**src/rtl/color_pkg.sv**
```systemverilog
// Shared colour types for the video pipeline.
package color_pkg;
  typedef logic [11:0] color12_t;  // 4:4:4 RGB
endpackage

```
**src/rtl/fb_seq_pkg.sv**
```systemverilog
// Frame sequencer state encoding.
package fb_seq_pkg;
  typedef enum logic [2:0] {
    IDLE,
    CLEAR,
    RENDER,
    WAIT_VSYNC,
    SWAP
  } fb_seq_state_t;
endpackage

```
**src/rtl/framebuffer_frame_sequencer_sync_rise_detect.sv**
```systemverilog
// Two-flop synchroniser for a level crossing into clk, plus a one-cycle rising-edge pulse.
module sync_rise_detect (
  input  logic clk,
  input  logic rst,
  input  logic async_in,
  output logic rise
);
  logic r_meta, r_sync, r_prev;

  always_ff @(posedge clk or posedge rst) begin
    if (rst) begin
      r_meta <= 1'b0;
      r_sync <= 1'b0;
      r_prev <= 1'b0;
    end else begin
      r_meta <= async_in;
      r_sync <= r_meta;
      r_prev <= r_sync;
    end
  end

  assign rise = r_sync & ~r_prev;
endmodule

```
**src/rtl/framebuffer_frame_sequencer.sv**
```systemverilog
// Owns the back-buffer write port and swap request: optional clear, renderer
// pixel stream, then a swap aligned to the next synchronised vsync rising edge.
module framebuffer_frame_sequencer
  import color_pkg::*;
  import fb_seq_pkg::*;
#(
  parameter int FB_WIDTH       = 160,
  parameter int FB_HEIGHT      = 120,
  parameter bit CLEAR_ON_START = 1'b1
) (
  input  logic                         clk_write,
  input  logic                         rst,
  input  logic                         vsync_rd,
  input  logic                         frame_start,
  input  logic                         frame_done,
  input  color12_t                     clear_color,
  input  logic                         px_valid,
  output logic                         px_ready,
  input  logic [$clog2(FB_WIDTH)-1:0]  px_x,
  input  logic [$clog2(FB_HEIGHT)-1:0] px_y,
  input  color12_t                     px_color,
  output logic                         fb_write_enable,
  output logic [$clog2(FB_WIDTH)-1:0]  fb_write_x,
  output logic [$clog2(FB_HEIGHT)-1:0] fb_write_y,
  output color12_t                     fb_write_data,
  output logic                         fb_swap,
  output logic                         busy,
  output logic                         frame_swapped,
  output logic                         overrun
);
  localparam int XW = $clog2(FB_WIDTH);
  localparam int YW = $clog2(FB_HEIGHT);
  localparam logic [XW-1:0] X_MAX = XW'(FB_WIDTH - 1);
  localparam logic [YW-1:0] Y_MAX = YW'(FB_HEIGHT - 1);
  // One extra bit so the bound itself is representable for power-of-two sizes.
  localparam logic [XW:0]   X_LIM = (XW+1)'(FB_WIDTH);
  localparam logic [YW:0]   Y_LIM = (YW+1)'(FB_HEIGHT);

  fb_seq_state_t r_state, w_next;
  logic [XW-1:0] r_cx;
  logic [YW-1:0] r_cy;
  color12_t      r_clr_color;
  logic          r_we;
  logic [XW-1:0] r_wx;
  logic [YW-1:0] r_wy;
  color12_t      r_wd;

  logic w_vsync_rise;
  logic w_clear_last;
  logic w_px_in_bounds;
  logic w_px_accept;

  sync_rise_detect u_vsync (
    .clk      (clk_write),
    .rst      (rst),
    .async_in (vsync_rd),
    .rise     (w_vsync_rise)
  );

  assign w_clear_last   = (r_cx == X_MAX) && (r_cy == Y_MAX);
  assign w_px_in_bounds = ({1'b0, px_x} < X_LIM) && ({1'b0, px_y} < Y_LIM);
  assign w_px_accept    = px_valid && px_ready;

  always_ff @(posedge clk_write or posedge rst) begin
    if (rst) r_state <= IDLE;
    else     r_state <= w_next;
  end

  always_comb begin
    w_next = r_state;
    unique case (r_state)
      IDLE:       if (frame_start) w_next = CLEAR_ON_START ? CLEAR : RENDER;
      CLEAR:      if (w_clear_last) w_next = RENDER;
      RENDER:     if (frame_done) w_next = WAIT_VSYNC;
      WAIT_VSYNC: if (w_vsync_rise) w_next = SWAP;
      SWAP:       w_next = IDLE;
      default:    w_next = IDLE;
    endcase
  end

  assign px_ready      = (r_state == RENDER);
  assign busy          = (r_state != IDLE);
  assign fb_swap       = (r_state == SWAP);
  assign frame_swapped = (r_state == SWAP);
  assign overrun       = frame_start && (r_state != IDLE);

  // Clear raster counters and the registered write port.
  always_ff @(posedge clk_write or posedge rst) begin
    if (rst) begin
      r_cx        <= '0;
      r_cy        <= '0;
      r_clr_color <= '0;
      r_we        <= 1'b0;
      r_wx        <= '0;
      r_wy        <= '0;
      r_wd        <= '0;
    end else begin
      r_we <= 1'b0;
      unique case (r_state)
        IDLE: begin
          if (frame_start) begin
            r_clr_color <= clear_color;
            r_cx        <= '0;
            r_cy        <= '0;
          end
        end
        CLEAR: begin
          r_we <= 1'b1;
          r_wx <= r_cx;
          r_wy <= r_cy;
          r_wd <= r_clr_color;
          if (r_cx == X_MAX) begin
            r_cx <= '0;
            if (r_cy != Y_MAX) r_cy <= r_cy + 1'b1;
          end else begin
            r_cx <= r_cx + 1'b1;
          end
        end
        RENDER: begin
          // Out-of-range pixels are still handshaken so the renderer never stalls.
          if (w_px_accept && w_px_in_bounds) begin
            r_we <= 1'b1;
            r_wx <= px_x;
            r_wy <= px_y;
            r_wd <= px_color;
          end
        end
        default: ;
      endcase
    end
  end

  assign fb_write_enable = r_we;
  assign fb_write_x      = r_wx;
  assign fb_write_y      = r_wy;
  assign fb_write_data   = r_wd;
endmodule

```
**config.mk**
```make
export PLATFORM = sky130hd
export DESIGN_NAME = framebuffer_frame_sequencer
export DESIGN_NICKNAME = d
export VERILOG_FILES = /design/src/rtl/color_pkg.sv /design/src/rtl/fb_seq_pkg.sv /design/src/rtl/framebuffer_frame_sequencer_sync_rise_detect.sv /design/src/rtl/framebuffer_frame_sequencer.sv
export SDC_FILE = /design/constraint.sdc
export NUM_CORES = 1
export LEC_CHECK = 0
export ABC_AREA = 1
export CORE_MARGIN = 2
export CORE_UTILIZATION = 30
export DETAILED_ROUTE_END_ITERATION = 16
export GPL_ROUTABILITY_DRIVEN = 0
export RECOVER_POWER = 100
export SYNTH_ARGS = -nofsm -noshare
export SYNTH_HDL_FRONTEND = slang
export SYNTH_SLANG_ARGS = --single-unit
```
**constraint.sdc**
```tcl
create_clock -name clk_write -period 5.4 [get_ports clk_write]
set_clock_uncertainty 0.1 [all_clocks]
set_input_delay 0.54 -clock clk_write [delete_from_list [all_inputs] [get_ports clk_write]]
set_output_delay 0.54 -clock clk_write [all_outputs]
set_load 0.005 [all_outputs]
```
; ---- After elaboration in Yosys (flattened, before gate mapping)
; Index checks and enable logic that the tools add are counted.
[op_classes]
addsub = 2
order_cmp = 2
eq_ne = 14
muxes = 20
bitwise = 2
n_reduce_logical = 14
[ops]
columns = op, count
row1 = case mux 8 bit (2 select lines), 2
row2 = two-way mux 7 bit, 4
row3 = case mux 7 bit (2 select lines), 2
row4 = two-way mux 8 bit, 3
row5 = case mux 12 bit (2 select lines), 1
row6 = two-way mux 12 bit, 1
row7 = two-way mux 3 bit, 4
row8 = case mux 3 bit (4 select lines), 1
row9 = != test 2 bit (second input constant), 5
row10 = adder 8 x 1 -> 8 bit (second input constant), 1
row11 = equality test 8 bit (second input constant), 1
row12 = less-than comparator 8 bit (second input constant), 1
row13 = AND reduction 4 bit, 2
row14 = adder 7 x 1 -> 7 bit (second input constant), 1
row15 = equality test 7 bit (second input constant), 1
row16 = less-than comparator 7 bit (second input constant), 1
row17 = != test 7 bit (second input constant), 1
row18 = equality test 3 x 2 -> 1 bit (second input constant), 2
row19 = AND reduction 2 bit, 3
row20 = logical AND 1 bit, 5
row21 = != test 2 x 1 -> 1 bit (second input constant), 2
row22 = nonzero test 2 bit, 2
row23 = equality test 3 x 1 -> 1 bit (second input constant), 1
row24 = equality test 3 bit (second input constant), 1
row25 = other kinds (6), 6
[word_totals]
ff_bits = 61
inputBits = 45
elab_cells = 65

; ---- Longest topological paths before layout
[logic_depth]
word_depth = 5
ltp_mapped = 9
depth_no_buf = 9

; ---- Cells and area by module
; From an unflattened synthesis, not the netlist that was laid out.
[unflattened]
hier_cells = 417
hier_area_um2 = 3105.5
[by_module_without_submodules]
columns = module, n_inst, cells_per_inst, area_each_um2, seq_area_each_um2
row1 = framebuffer_frame_sequencer, 1, 411, 3016.6, 1451.4
row2 = sync_rise_detect, 1, 6, 88.8, 75.1

; ---- Worst setup path before layout
; Ideal clock, no wire load.
[synth_path]
kind = register to output
from = register r_state[0]
to = output px_ready
arrival_time_ns = 0.962
path_slack_ns = 3.798
path_stages_with_launch = 5
cell_sequence = dfrtp_1 > nor2_4 > nand2_4 > inv_2 > buf_2
[synth_via]
elab_chain_len = 1
[synth_rtl]
columns = item, line
row1 = from (decl), framebuffer_frame_sequencer.sv:39  ; fb_seq_state_t r_state, w_next;
row2 = from (signal assigned), framebuffer_frame_sequencer.sv:66  ; else r_state <= w_next;
row3 = equality test 3 x 2 -> 1 bit, framebuffer_frame_sequencer.sv:81  ; assign px_ready = (r_state == RENDER);
row4 = to (decl), framebuffer_frame_sequencer.sv:18  ; output logic px_ready,
; No other way between the ends.

; ---- Worst setup path in the final report
; Ends and elaborated chain as after synthesis.

==> impl_metrics.toml <==
[sta]
rsz0062_at_grt = "false"
fin_hold_ws_ns = 0.249
setup_viol = 0
hold_viol = 0
slew_headroom_pct = -3.35
fin_crit_sh_pct = 70.8
worst_pin_slew_ns = 1.55
timing.fmax_mhz = 262
period_needed_ns = 3.82
setup_tns_ns = 0
drv_slew = 37

[worst_setup_path]
slowest_delay_ns = 1.00
start_kind = "flop"
critPathTopFamily = "buffers and inverters"
cp.depth = 4
cpMaxStageDelayCell = "inv_1"
path_max_fanout = 41
worstPathRequired_ns = 4.76
crit_type = "flop to primary output"
worstPathCellList = "nor2_1 -> nand2_1 -> inv_1 -> dlygate4sd3_1"
r2r_cells = 7
end_kind = "primary output"
rrSetupSlack_ns = 1.75
critPathBufInv = 2
arrival_ns = 3.18

[synth]
yosysUniqueCellTypes = 28
synthAdderAreaFrac_pct = 0.827
syn_area_sq_mm = 0.00303
syn_inst = 370
synth.area.mux_share_pct = 4.47
ys.flop_type = "dfrtp_1"
synth_compound_area_share_pct = 6.12
async_reset_ff_share_pct = 100
synth_top_area_share_pct = 50.5
synth_edf_count = 0
synthTopCellsByArea = "dfrtp_1 50%, nand2_1 18%, nand3_1 7.1%"
ys_ff_latch = 61
yosysTopAreaCell = "dfrtp_1"
synth_fp_nets = 417
avgSynthCellArea_sq_um = 8.18
synthSimpleGateAreaFrac_pct = 31.3
ys.warnings.count = 0
synth_most_common_cell = "nand2_1"
synth_top_family_by_area = "simple AND/OR/NAND/NOR gates"
ys_seq_area_share_pct = 50.5
synth_xor_xnor_area_share_pct = 1.16
synth_common_cells = "148 x nand2_1, 61 x dfrtp_1, 43 x nand3_1"

[pwr]
pwr-share-clk_pct = 44.1
internal_power_mw = 0.711
combPwrFrac_pct = 5.0
power_frac_seq_pct = 50.9
power.switching_mw = 0.190
leakagePower_nw = 1.95
p_sw_share_pct = 21.0
peakVddDrop_mv = 0.123
power.density_mw_per_mm2 = 223

[outcome]
status = "finished with violations"
violations = "capacitance limit, slew limit"

[cts]
clk_pin_slew_ns = 0.07
post_cts_buffers = 0
clockBufferDepth = 2
cts-htree-levels = 3
cts_resized = 0
cts_root_buf = "clkbuf_8"
cts_tree = "built"
cts_hold_buf = 0
clock_sinks = 61
worstSkewPairLatency_ns = 0.33
numCtsBuffers = 9

[global_routing]
grt_pass1_vias = 2649
grtUsageTotal_pct = 14.5
grt_pass1_wl_mm = 12.9
grt-ovfl-total = 0
grt_max_degree = 62
antenna_found_initial = 0

[die]
initial_utilization_pct = 31.0
rows = 36
core-area_sq_mm = 0.00977
dieHeight_um = 104
ioPinCount = 78
die_area_sq_mm = 0.0109
die-width_um = 104

[drt]
first_pass_iters = 6
drt-total-wl_mm = 7.68
vias_per_cell = 4.57
drt-initial-drc-count = 134
drc_errors = 0
wl_met3_um = 325
ant_nets = 0
vias = 2657
wl_per_cell_um = 13.2
wl_met2_mm = 3.82
m1WireLength_mm = 3.44
highest_layer = "met4"

[finish]
multi_input_area_sq_mm = 0.00129
design_area_sq_mm = 0.00404
final_nets = 490
area_delta_synth_final_pct = 33.5
stdcell_count = 581
antenna_cells = 0
seqCellArea_sq_mm = 0.00153
drive_above_1_share_pct = 6.70
fin_util_pct = 41.3
num-fill-cells = 1022

[flow_run]
drv_cap = 1

[min_path]
hold_depth = 0
min_path_type = "flop to flop"

[placed_design]
numPortBuffers = 77
placedInstanceArea_sq_mm = 0.00388
dp.cells = 565
dpl.hpwl_mm = 5.47
## layout make-up
type,instances,share of cell area [%]
clock inverters,4,1.18
multi-input cells,271,32.0
inverters,22,2.04
repair buffers,78,19.3
flip-flops and latches,61,37.8
clock buffers,12,3.59
well taps,133,4.12
## placed cells by master (no fill, tap or decap)
cell type,netlist,final
bufinv_16,0,1
nand3_1,43,45
nand2_4,2,1
buf_4,1,1
clkinv_2,0,2
clkinv_1,0,1
clkbuf_1,2,2
a21oi_1,4,4
clkdlybuf4s50_1,0,42
xor2_1,3,3
inv_1,19,21
o22ai_1,4,4
o21ai_1,5,1
o21ai_0,23,27
nand4_4,1,1
dfrtp_1,61,61
ha_1,2,2
dlygate4sd3_1,0,35
clkbuf_8,0,10
mux2_2,12,12
nor2_1,12,13
clkinvlp_4,0,1
nand4_1,5,5
xnor2_1,1,1
nor3_1,1,1
or2_2,1,1
nand2_1,148,150
## metal layers
metal  up-vias  GRT usage, %
met5         -             0
met4         0          4.73
met3         9          3.32
met2        69          23.9
met1      1236          18.7
li1       1343             -
## flip-flops by register name, summed over array words and instances (netlist names)
name	flops
fb_write_data	12
r_clr_color	12
fb_write_x	8
r_cx	8
fb_write_y	7
r_cy	7
r_state	3
fb_write_enable	1
u_vsync.r_meta	1
u_vsync.r_prev	1
u_vsync.r_sync	1
## metrics by stage
step	setup WS [ns]	total power, mW
6_report	1.58	0.901
3_3_place_gp	2.62	0.514
4_1_cts	2.42	0.911
5_1_grt	1.24	0.933
3_5_place_dp	2.68	0.514
2_1_floorplan	3.25	0.475
## worst reg2reg max path: stages (launching register included)
cell,delay [ns]
dfrtp_1,0.41
nor2_1,0.28
nand2_1,0.46
inv_1,1.01
nand4_4,0.63
nand2_4,0.49
nand2_1,0.12
nand2_1,0.09
## worst paths after layout
check,from,to
worst max-delay path,r_state[0]$_DFFE_PP0P_,px_ready
worst min-delay path,u_vsync.r_meta$_DFF_PP0_,u_vsync.r_sync$_DFF_PP0_
worst max register to register,r_state[0]$_DFFE_PP0P_,fb_write_data[4]$_DFFE_PP0P_
worst min register to register,u_vsync.r_meta$_DFF_PP0_,u_vsync.r_sync$_DFF_PP0_
max in group asynchronous,rst,r_cx[1]$_DFFE_PP0P_
min in group asynchronous,rst,r_clr_color[10]$_DFFE_PP0P_
## logic make-up after synthesis
kind of cell | Yosys count
AO/OA/AOI/OAI | 36
XOR/XNOR | 4
adder cells (fa/ha/maj) | 2
buffers and inverters | 38
flip-flops | 61
multiplexers | 12
AND/OR/NAND/NOR | 217
## power by group through the flow
stage               clock [mW]  sequential (mW)  combinational (mW)
finish                   0.397            0.458              0.0452
global route             0.425            0.458              0.0497
CTS                      0.406            0.458              0.0472
detailed placement           0            0.467              0.0469
global placement             0            0.467              0.0473
floorplan                    0            0.467             0.00803
Power figures use the tool's default switching activity.
